`src/rtl/snake_motion_controller.sv`:
```
// snake_motion_controller
//   Moves the snake one grid cell per move period in the direction given by
//   the navigation FSM, wrapping at the grid edges. Grows by one segment when
//   the new head lands on the target, latches a sticky self-collision flag, and
//   answers registered per-cell occupancy queries for the VGA renderer.
//
// Ports
//   CLK, RESET            clock, synchronous active-high reset
//   NAV_STATE[1:0]        0 UP, 1 LEFT, 2 RIGHT, 3 DOWN (sampled on the tick)
//   GAME_ACTIVE           movement enable from the master FSM
//   TARGET_X/TARGET_Y     target cell
//   ADDR_X/ADDR_Y         queried cell from the VGA renderer
//   HEAD_X/HEAD_Y         segment 0 coordinates
//   LENGTH                current snake length
//   MOVE_TICK             high in the cycle a move is evaluated
//   TARGET_REACHED        one-cycle pulse after a growing move
//   COLLISION             sticky self-collision flag
//   SNAKE_PIXEL           registered: queried cell is part of the snake
module snake_motion_controller #(
    parameter int GRID_X      = 160,
    parameter int GRID_Y      = 120,
    parameter int X_WIDTH     = 8,
    parameter int Y_WIDTH     = 7,
    parameter int MAX_LEN     = 16,
    parameter int INIT_LEN    = 4,
    parameter int MOVE_PERIOD = 5000000,
    localparam int LW         = $clog2(MAX_LEN) + 1
) (
    input  logic               CLK,
    input  logic               RESET,
    input  logic [1:0]         NAV_STATE,
    input  logic               GAME_ACTIVE,
    input  logic [X_WIDTH-1:0] TARGET_X,
    input  logic [Y_WIDTH-1:0] TARGET_Y,
    input  logic [X_WIDTH-1:0] ADDR_X,
    input  logic [Y_WIDTH-1:0] ADDR_Y,
    output logic [X_WIDTH-1:0] HEAD_X,
    output logic [Y_WIDTH-1:0] HEAD_Y,
    output logic [LW-1:0]      LENGTH,
    output logic               MOVE_TICK,
    output logic               TARGET_REACHED,
    output logic               COLLISION,
    output logic               SNAKE_PIXEL
);

    localparam int CW = $clog2(MOVE_PERIOD + 1);

    localparam logic [1:0] DIR_UP    = 2'd0;
    localparam logic [1:0] DIR_LEFT  = 2'd1;
    localparam logic [1:0] DIR_RIGHT = 2'd2;
    localparam logic [1:0] DIR_DOWN  = 2'd3;

    logic [X_WIDTH-1:0] seg_x_q [MAX_LEN];
    logic [X_WIDTH-1:0] seg_x_d [MAX_LEN];
    logic [Y_WIDTH-1:0] seg_y_q [MAX_LEN];
    logic [Y_WIDTH-1:0] seg_y_d [MAX_LEN];
    logic [LW-1:0]      len_q, len_d;
    logic [CW-1:0]      cnt_q, cnt_d;
    logic               coll_q, coll_d;
    logic               tr_q, tr_d;
    logic               pix_q, pix_d;

    logic               tick;
    logic [X_WIDTH-1:0] new_x;
    logic [Y_WIDTH-1:0] new_y;
    logic               grow;
    logic               hit;
    logic [LW-1:0]      hit_lim;

    always_comb begin
        // Counter only runs while the game is live and the snake is intact.
        tick  = GAME_ACTIVE & ~coll_q & (cnt_q == CW'(MOVE_PERIOD - 1));
        cnt_d = cnt_q;
        if (GAME_ACTIVE && !coll_q)
            cnt_d = tick ? '0 : cnt_q + 1'b1;

        new_x = seg_x_q[0];
        new_y = seg_y_q[0];
        case (NAV_STATE)
            DIR_UP:    new_y = (seg_y_q[0] == '0) ? Y_WIDTH'(GRID_Y - 1) : seg_y_q[0] - 1'b1;
            DIR_DOWN:  new_y = (seg_y_q[0] == Y_WIDTH'(GRID_Y - 1)) ? '0 : seg_y_q[0] + 1'b1;
            DIR_LEFT:  new_x = (seg_x_q[0] == '0) ? X_WIDTH'(GRID_X - 1) : seg_x_q[0] - 1'b1;
            DIR_RIGHT: new_x = (seg_x_q[0] == X_WIDTH'(GRID_X - 1)) ? '0 : seg_x_q[0] + 1'b1;
            default: ;
        endcase

        grow = (new_x == TARGET_X) && (new_y == TARGET_Y) && (len_q < LW'(MAX_LEN));

        // The tail cell is vacated by a normal move, so it only counts as
        // body when the snake grows and the tail stays put.
        hit_lim = grow ? len_q : len_q - 1'b1;
        hit     = 1'b0;
        for (int i = 1; i < MAX_LEN; i++)
            if (LW'(i) < hit_lim && seg_x_q[i] == new_x && seg_y_q[i] == new_y)
                hit = 1'b1;

        seg_x_d = seg_x_q;
        seg_y_d = seg_y_q;
        len_d   = len_q;
        coll_d  = coll_q;
        tr_d    = 1'b0;
        if (tick) begin
            if (hit) begin
                coll_d = 1'b1;
            end else begin
                // Shift every register; slots past LENGTH just carry stale
                // copies, which makes a grown tail fall out naturally.
                for (int i = MAX_LEN - 1; i >= 1; i--) begin
                    seg_x_d[i] = seg_x_q[i-1];
                    seg_y_d[i] = seg_y_q[i-1];
                end
                seg_x_d[0] = new_x;
                seg_y_d[0] = new_y;
                if (grow) begin
                    len_d = len_q + 1'b1;
                    tr_d  = 1'b1;
                end
            end
        end

        // Query uses the current (pre-move) segments.
        pix_d = 1'b0;
        for (int i = 0; i < MAX_LEN; i++)
            if (LW'(i) < len_q && seg_x_q[i] == ADDR_X && seg_y_q[i] == ADDR_Y)
                pix_d = 1'b1;
    end

    always_ff @(posedge CLK) begin
        if (RESET) begin
            for (int i = 0; i < MAX_LEN; i++) begin
                seg_x_q[i] <= X_WIDTH'(GRID_X / 2);
                seg_y_q[i] <= Y_WIDTH'(GRID_Y / 2 + ((i < INIT_LEN) ? i : INIT_LEN - 1));
            end
            len_q  <= LW'(INIT_LEN);
            cnt_q  <= '0;
            coll_q <= 1'b0;
            tr_q   <= 1'b0;
            pix_q  <= 1'b0;
        end else begin
            seg_x_q <= seg_x_d;
            seg_y_q <= seg_y_d;
            len_q   <= len_d;
            cnt_q   <= cnt_d;
            coll_q  <= coll_d;
            tr_q    <= tr_d;
            pix_q   <= pix_d;
        end
    end

    assign HEAD_X         = seg_x_q[0];
    assign HEAD_Y         = seg_y_q[0];
    assign LENGTH         = len_q;
    assign MOVE_TICK      = tick & ~RESET;
    assign TARGET_REACHED = tr_q;
    assign COLLISION      = coll_q;
    assign SNAKE_PIXEL    = pix_q;

endmodule

```
`config.mk`:
```
export PLATFORM = sky130hd
export DESIGN_NAME = snake_motion_controller
export DESIGN_NICKNAME = d
export VERILOG_FILES = /design/src/rtl/snake_motion_controller.sv
export SDC_FILE = /design/constraint.sdc
export NUM_CORES = 1
export LEC_CHECK = 0
export BUFFER_PORTS_ARGS = -buffer_cell sky130_fd_sc_hd__buf_2
export CORE_MARGIN = 1.5
export CORE_UTILIZATION = 40
export CTS_BUF_LIST = sky130_fd_sc_hd__clkbuf_4 sky130_fd_sc_hd__clkbuf_8
export DETAILED_ROUTE_END_ITERATION = 6
export SLEW_MARGIN = 40
export SYNTH_ARGS = -nofsm -noshare
export SYNTH_HDL_FRONTEND = slang
export SYNTH_SLANG_ARGS = --single-unit
export TNS_END_PERCENT = 1
```
`constraint.sdc`:
```
create_clock -name CLK -period 10.8 [get_ports CLK]
set_input_delay 2.16 -clock CLK [delete_from_list [all_inputs] [get_ports CLK]]
set_output_delay 2.16 -clock CLK [all_outputs]
set_load 0.005 [all_outputs]
```
; Word level (Yosys, flattened, before mapping)
; Index checks and enable logic that the tools add are counted.
[totals]
ff_bits = 271
latch_bits = 0
ramBits = 0
romBits = 0
out_inout_bits = 24
wordCells = 266
memories = 0
[classes]
add_sub_neg = 7
n_mul = 0
div_mod_pow = 0
magnitude_cmp = 32
eq_ne = 70
n_shift = 0
n_mux = 40
n_bitwise = 7
n_reduce_logical = 73
[ops]
columns = op, n
row1 = $eq A8 B8 Y1, 32
row2 = $eq A7 B7 Y1, 32
row3 = $lt A4 B5 Y1 const A, 16
row4 = $logic_and A1 B1 Y1, 65
row5 = $lt A3 B5 Y1 const A, 8
row6 = $mux W1, 32
row7 = $add A23 B1 Y23 const B, 1
row8 = $eq A23 B23 Y1 const B, 1
row9 = $mux W23, 1
row10 = $lt A2 B5 Y1 const A, 4
row11 = $mux W8, 2
row12 = $pmux W8 S2, 1
row13 = $lt A1 B5 Y1 const A, 3
row14 = $mux W7, 2
row15 = $pmux W7 S2, 1
row16 = $add A8 B1 Y8 const B, 1
row17 = $eq A8 B8 Y1 const B, 1
row18 = $logic_not A8 Y1, 1
row19 = $sub A8 B1 Y8 const B, 1
row20 = $add A7 B1 Y7 const B, 1
row21 = $eq A7 B7 Y1 const B, 1
row22 = $logic_not A7 Y1, 1
row23 = $sub A7 B1 Y7 const B, 1
row24 = $add A5 B1 Y5 const B, 1
row25 = 12 further kinds, 19

; Logic depth before layout (Yosys ltp)
[logic_depth]
word_depth = 27
mapped_depth = 21

; Worst setup path before layout
; No wires, ideal clock.
[synth_path]
kind = in2reg
start = in NAV_STATE[0]
end = reg seg_y_q (netlist bit HEAD_Y[2])
setup_time_ps = 122
arrival_time_ps = 6638
required_time_ps = 10678
setup_slack_ps = 4040
cell_stages = 19
cell_sequence = inv_1 -> ha_1 -> inv_1 -> clkbuf_1 -> nor3_1 -> or3b_1 -> clkbuf_1 -> xor2_1 -> or4_1 -> buf_4 -> nor2_8 -> mux2_1 -> and3_1 -> or4_4 -> or4_1 -> buf_2 -> buf_6 -> buf_6 -> mux2i_1
[synth_via]
elab_chain_cells = 26
elab_cells_between_ends = 103
classes_between = 15 x order compare / 35 x eq/ne / 18 x mux / 1 x bitwise / 34 x reduce/logical
[synth_lines]
columns = item, line
row1 = "start, declared", 31  ; input logic [1:0] NAV_STATE,
row2 = "$eq A2 B2 Y1, or another cell as far along", 79  ; case (NAV_STATE)
row3 = $pmux W8 S2 / $pmux W7 S2 (equally long branches), 79
row4 = $eq A8 B8 Y1 / $eq A7 B7 Y1 (equally long branches), 87  ; grow = (new_x == TARGET_X) && (new_y == TARGET_Y) && (len_q < LW'(MAX_LEN));
row5 = $logic_and A1 B1 Y1 (2 in series), 87
row6 = $mux W5, 91  ; hit_lim = grow ? len_q : len_q - 1'b1;
row7 = $lt A1 B5 Y1, 94  ; if (LW'(i) < hit_lim && seg_x_q[i] == new_x && seg_y_q[i] == new_y)
row8 = $logic_and A1 B1 Y1 (2 in series), 94
row9 = $mux W1 (15 in series), 94
row10 = $not A1 Y1 (no source line), n/a
row11 = $reduce_and A2 Y1 (no source line), n/a
row12 = "end signal, assigned by index", 132  ; seg_y_q[i] <= Y_WIDTH'(GRID_Y / 2 + ((i < INIT_LEN) ? i : INIT_LEN - 1));
row13 = "end signal, assigned", 141  ; seg_y_q <= seg_y_d;
row14 = "end, declared", 55  ; logic [Y_WIDTH-1:0] seg_y_q [MAX_LEN];
; Parallel ways exist; a longest one is shown, timed or not.
; A chain may end at the register's enable or synchronous reset.

; Final worst setup path
[layout_path]
start = in NAV_STATE[1]
end = reg seg_y_q (netlist bit HEAD_Y[5])
; Same word-level chain as after synthesis.

==> implementation parameters <==
Parameter                              Value

Worst setup path
  Max stage delay cell, worst path ... or4_1
  FF-to-FF End ... HEAD_Y[5]
  Path depth of the worst reg2reg path ... 13
  CP Launch Type ... primary input
  CP max stage delay ... 840 ps
  Highest net fanout along the worst path ... 63
  Signal arrival time at the worst endpoint ... 8370 ps
  Start-to-end type of the worst setup path ... in -> reg
  Worst-case register-to-register setup slack ... 4200 ps
  Total stage count of the critical path ... 16
  Worst flop-to-flop path startpoint ... HEAD_X[0]
  Buf/Inv on CP ... 3
  Critical path cell sequence ... buf_2 > inv_1 > ha_2 > and2_1 > o211ai_1 > and2_1 > a221oi_1 > o2111ai_1 > or4_1 > nor2_8 > mux2_1 > and3_1 > or4_4 > or4_4 > buf_12 > mux2i_1
  Critical path's top delay family ... simple AND/OR/NAND/NOR gates
  Critical Path End Type ... flip-flop
  Worst path required time ... 11300 ps

Route
  Detail-routed via count per cell ... 6.361
  Drt drc ... 0
  DRT Wirelength ... 79830 um
  Via count ... 18384
  Number of iterations in the first detailed-routing pass ... 7
  DR WL/cell ... 27.62 um
  Post-DRT Antenna Nets ... 0
  First-iteration detailed-routing DRC count ... 2350

Synth
  Most frequently used flop master after synthesis ... dfxtp_1
  Number of storage elements in the synthesis netlist ... 271
  Mean instance size in the synthesized netlist ... 8.140 sq um
  EDFF count, synth ... 0
  Cell types with the highest counts after synthesis ... 271 x dfxtp_1, 261 x xor2_1, 213 x nor2_1
  Post-synthesis cell area ... 0.01880 sq mm
  Yosys warns ... 0
  Fraction of post-synthesis cell area in the top cell type by area ... 28.86%
  Area contributors post-synth ... dfxtp_1 29%, xor2_1 12%, xnor2_1 8.8%
  Cell taking the most area after synthesis ... dfxtp_1
  Count of different cell masters after synthesis ... 93
  Synthesized net count ... 2356
  Share of synthesized flip-flops with an asynchronous set or reset ... 0%
  Share of synthesized area occupied by flip-flops and latches ... 28.86%
  Synth Instances ... 2309
  Most frequent cell after synthesis ... dfxtp_1

GRT
  Pin count of the biggest net entering global routing ... 137
  Antenna violations before repair ... 0
  Global-route wire length before repair ... 115900 um
  Gr ovfl total ... 0
  Total global-route track usage ... 32.49%
  Via count of the first global-routing pass ... 17150

Timing
  RSZ-0062 raised after global routing ... no
  Period utilisation layout ... 72.95%
  Fmax ... 126.9 MHz
  Final-report max-slew violation count ... 0
  Setup WS post-layout ... 2922 ps
  Max-slew headroom at the worst pin ... 38.78%
  Final-report hold violation count ... 0
  Number of endpoints failing setup at the final stage ... 0
  Worst hold slack after final layout ... 476.9 ps
  Final Critical Period ... 7878 ps
  Clk_skew ... 25.08 ps
  Sum Neg Setup Slack ... 0 ps
  Slew at the pin with the worst max-slew slack ... 895.2 ps

Finish
  Final core utilization ... 43.88%
  Net total in the final layout ... 2293
  # diodes ... 0
  Share of final-layout standard cells stronger than drive strength 1 ... 10.25%
  Area growth, synth to finish ... 8.461%

Pwr
  Maximum vdd drop ... 0.08051 mV
  Total power density per cell area ... 116.5 mW/mm^2
  Static leakage ... 7.910 nW
  Final Total Pwr ... 2.376 mW

Clock network
  Clock tree from TritonCTS ... yes
  Clock root buffer master ... clkbuf_8
  Setup Fix Bufs, Post-CTS ... 0
  CTS Sinks ... 271
  Clk_lat worst skew ... 640 ps
  Number of H-tree levels ... 2
  Number of gates resized after cts ... 0
  Clock buffer count from CTS ... 50
  Clock edge transition at the registers on the reported setup and hold paths ... 60 ps
  Hold buffers post-CTS ... 0
  Buffer levels on the longest clock path ... 3

Min path
  Launch point of the worst hold path ... cnt_q[1]
  Capture endpoint of the worst hold path ... cnt_q[1]
  Worst hold path depth ... 2
  Path category of the worst min-delay check ... reg -> reg

Die
  Horiz. Die Dim ... 219.8 um
  Initial core utilization ... 40.46%
  Top-level port count ... 59
  Std-Cell Core Area ... 0.04646 sq mm
  Die Ht ... 219.8 um
  Number of cell rows ... 79
  Area of the die ... 0.04830 sq mm

Placed design
  Pre-CTS setup slack ... 2456 ps
  DPL Wire Length ... 57600 um
  Routability-driven placement congestion ratio ... 1.044
  Number of port buffers ... 58

Status
  Outcome ... completed

Flow run
  Max-capacitance violation count ... 0
final cells by class:
cell class / instances / area, sq um
Fill cell: 4712 / 26070
Tap cell: 607 / 759.5
Inverter: 31 / 116.4
Multi-Input combinational cell: 1797 / 12400
Sequential cell: 271 / 5428
Clock buffer: 78 / 967.2
Clock inverter: 11 / 91.34
Timing Repair Buffer: 95 / 620.6
worst max-delay path by stage:
| stage | from | to | slack [ps] |
|---|---|---|---|
| detailed placement | NAV_STATE[0] | seg_y_q[94] | 2460 |
| finish | NAV_STATE[1] | HEAD_Y[5] | 2920 |
| global placement | NAV_STATE[0] | seg_y_q[101] | 2100 |
| global route | NAV_STATE[1] | seg_x_q[47] | 2730 |
| CTS | NAV_STATE[0] | seg_x_q[107] | 3110 |
| floorplan | NAV_STATE[0] | HEAD_Y[2] | 4040 |
sequential cells by signal, indices dropped and copies added (netlist names):
name	count
seg_y_q	105
TARGET_REACHED	1
SNAKE_PIXEL	1
HEAD_X	8
LENGTH	5
COLLISION	1
seg_x_q	120
HEAD_Y	7
cnt_q	23
worst reg2reg max path: stages (launching register included):
cell      delay [ps]
dfxtp_1          700
ha_1             350
nand4_1          330
o221ai_1         740
or3b_1           450
xor2_1           220
or4_1            860
nor2_8           370
mux2_1           380
and3_1           160
or4_4            540
or4_4            760
buf_12           370
mux2i_1          240
layout by cell type (no fill, tap or decap), types with 45 or more instances in the layout:
cell and instances:
nand4_1 57, a21oi_1 171, clkbuf_8 61, buf_2 57, mux2i_1 144, o21ai_0 140, nand2_1 45, dfxtp_1 269
xnor2_1 189, xor2_1 261, nor2_1 211, nor4_1 66, nand3_1 159
per-layer routing:
metal  GRT usage [%]  wire [um]  vias up
met4           17.71       5068        0
met2           49.55      34530     1086
met3           6.957       7761      274
met5               0          0        -
li1                -          -     8076
met1           42.61      32470     8948
power breakdown:
group	switching, mW	internal (mW)
combinational	0.217	0.0991
sequential	0.000503	1.00
clock	0.466	0.593
total	0.683	1.69
metrics by stage:
| step | area (sq um) | std cells |
|---|---|---|
| 2_1_floorplan | 18800 | 2309 |
| 3_3_place_gp | 19250 | 2798 |
| 3_5_place_dp | 19290 | 2799 |
| 4_1_cts | 20350 | 2888 |
| 5_1_grt | 20390 | 2890 |
| 6_report | 20390 | 2890 |
logic make-up after synthesis:
logic type	synth area share [%]
AOI/OAI and AO/OA	16.26
xor gates and xnor gates	21.06
adders and majority gates	0.7988
buffers and inverters	5.585
DFF	28.86
muxes	8.095
and+or+nand+nor	19.35
(Power assumes the default switching activity.)
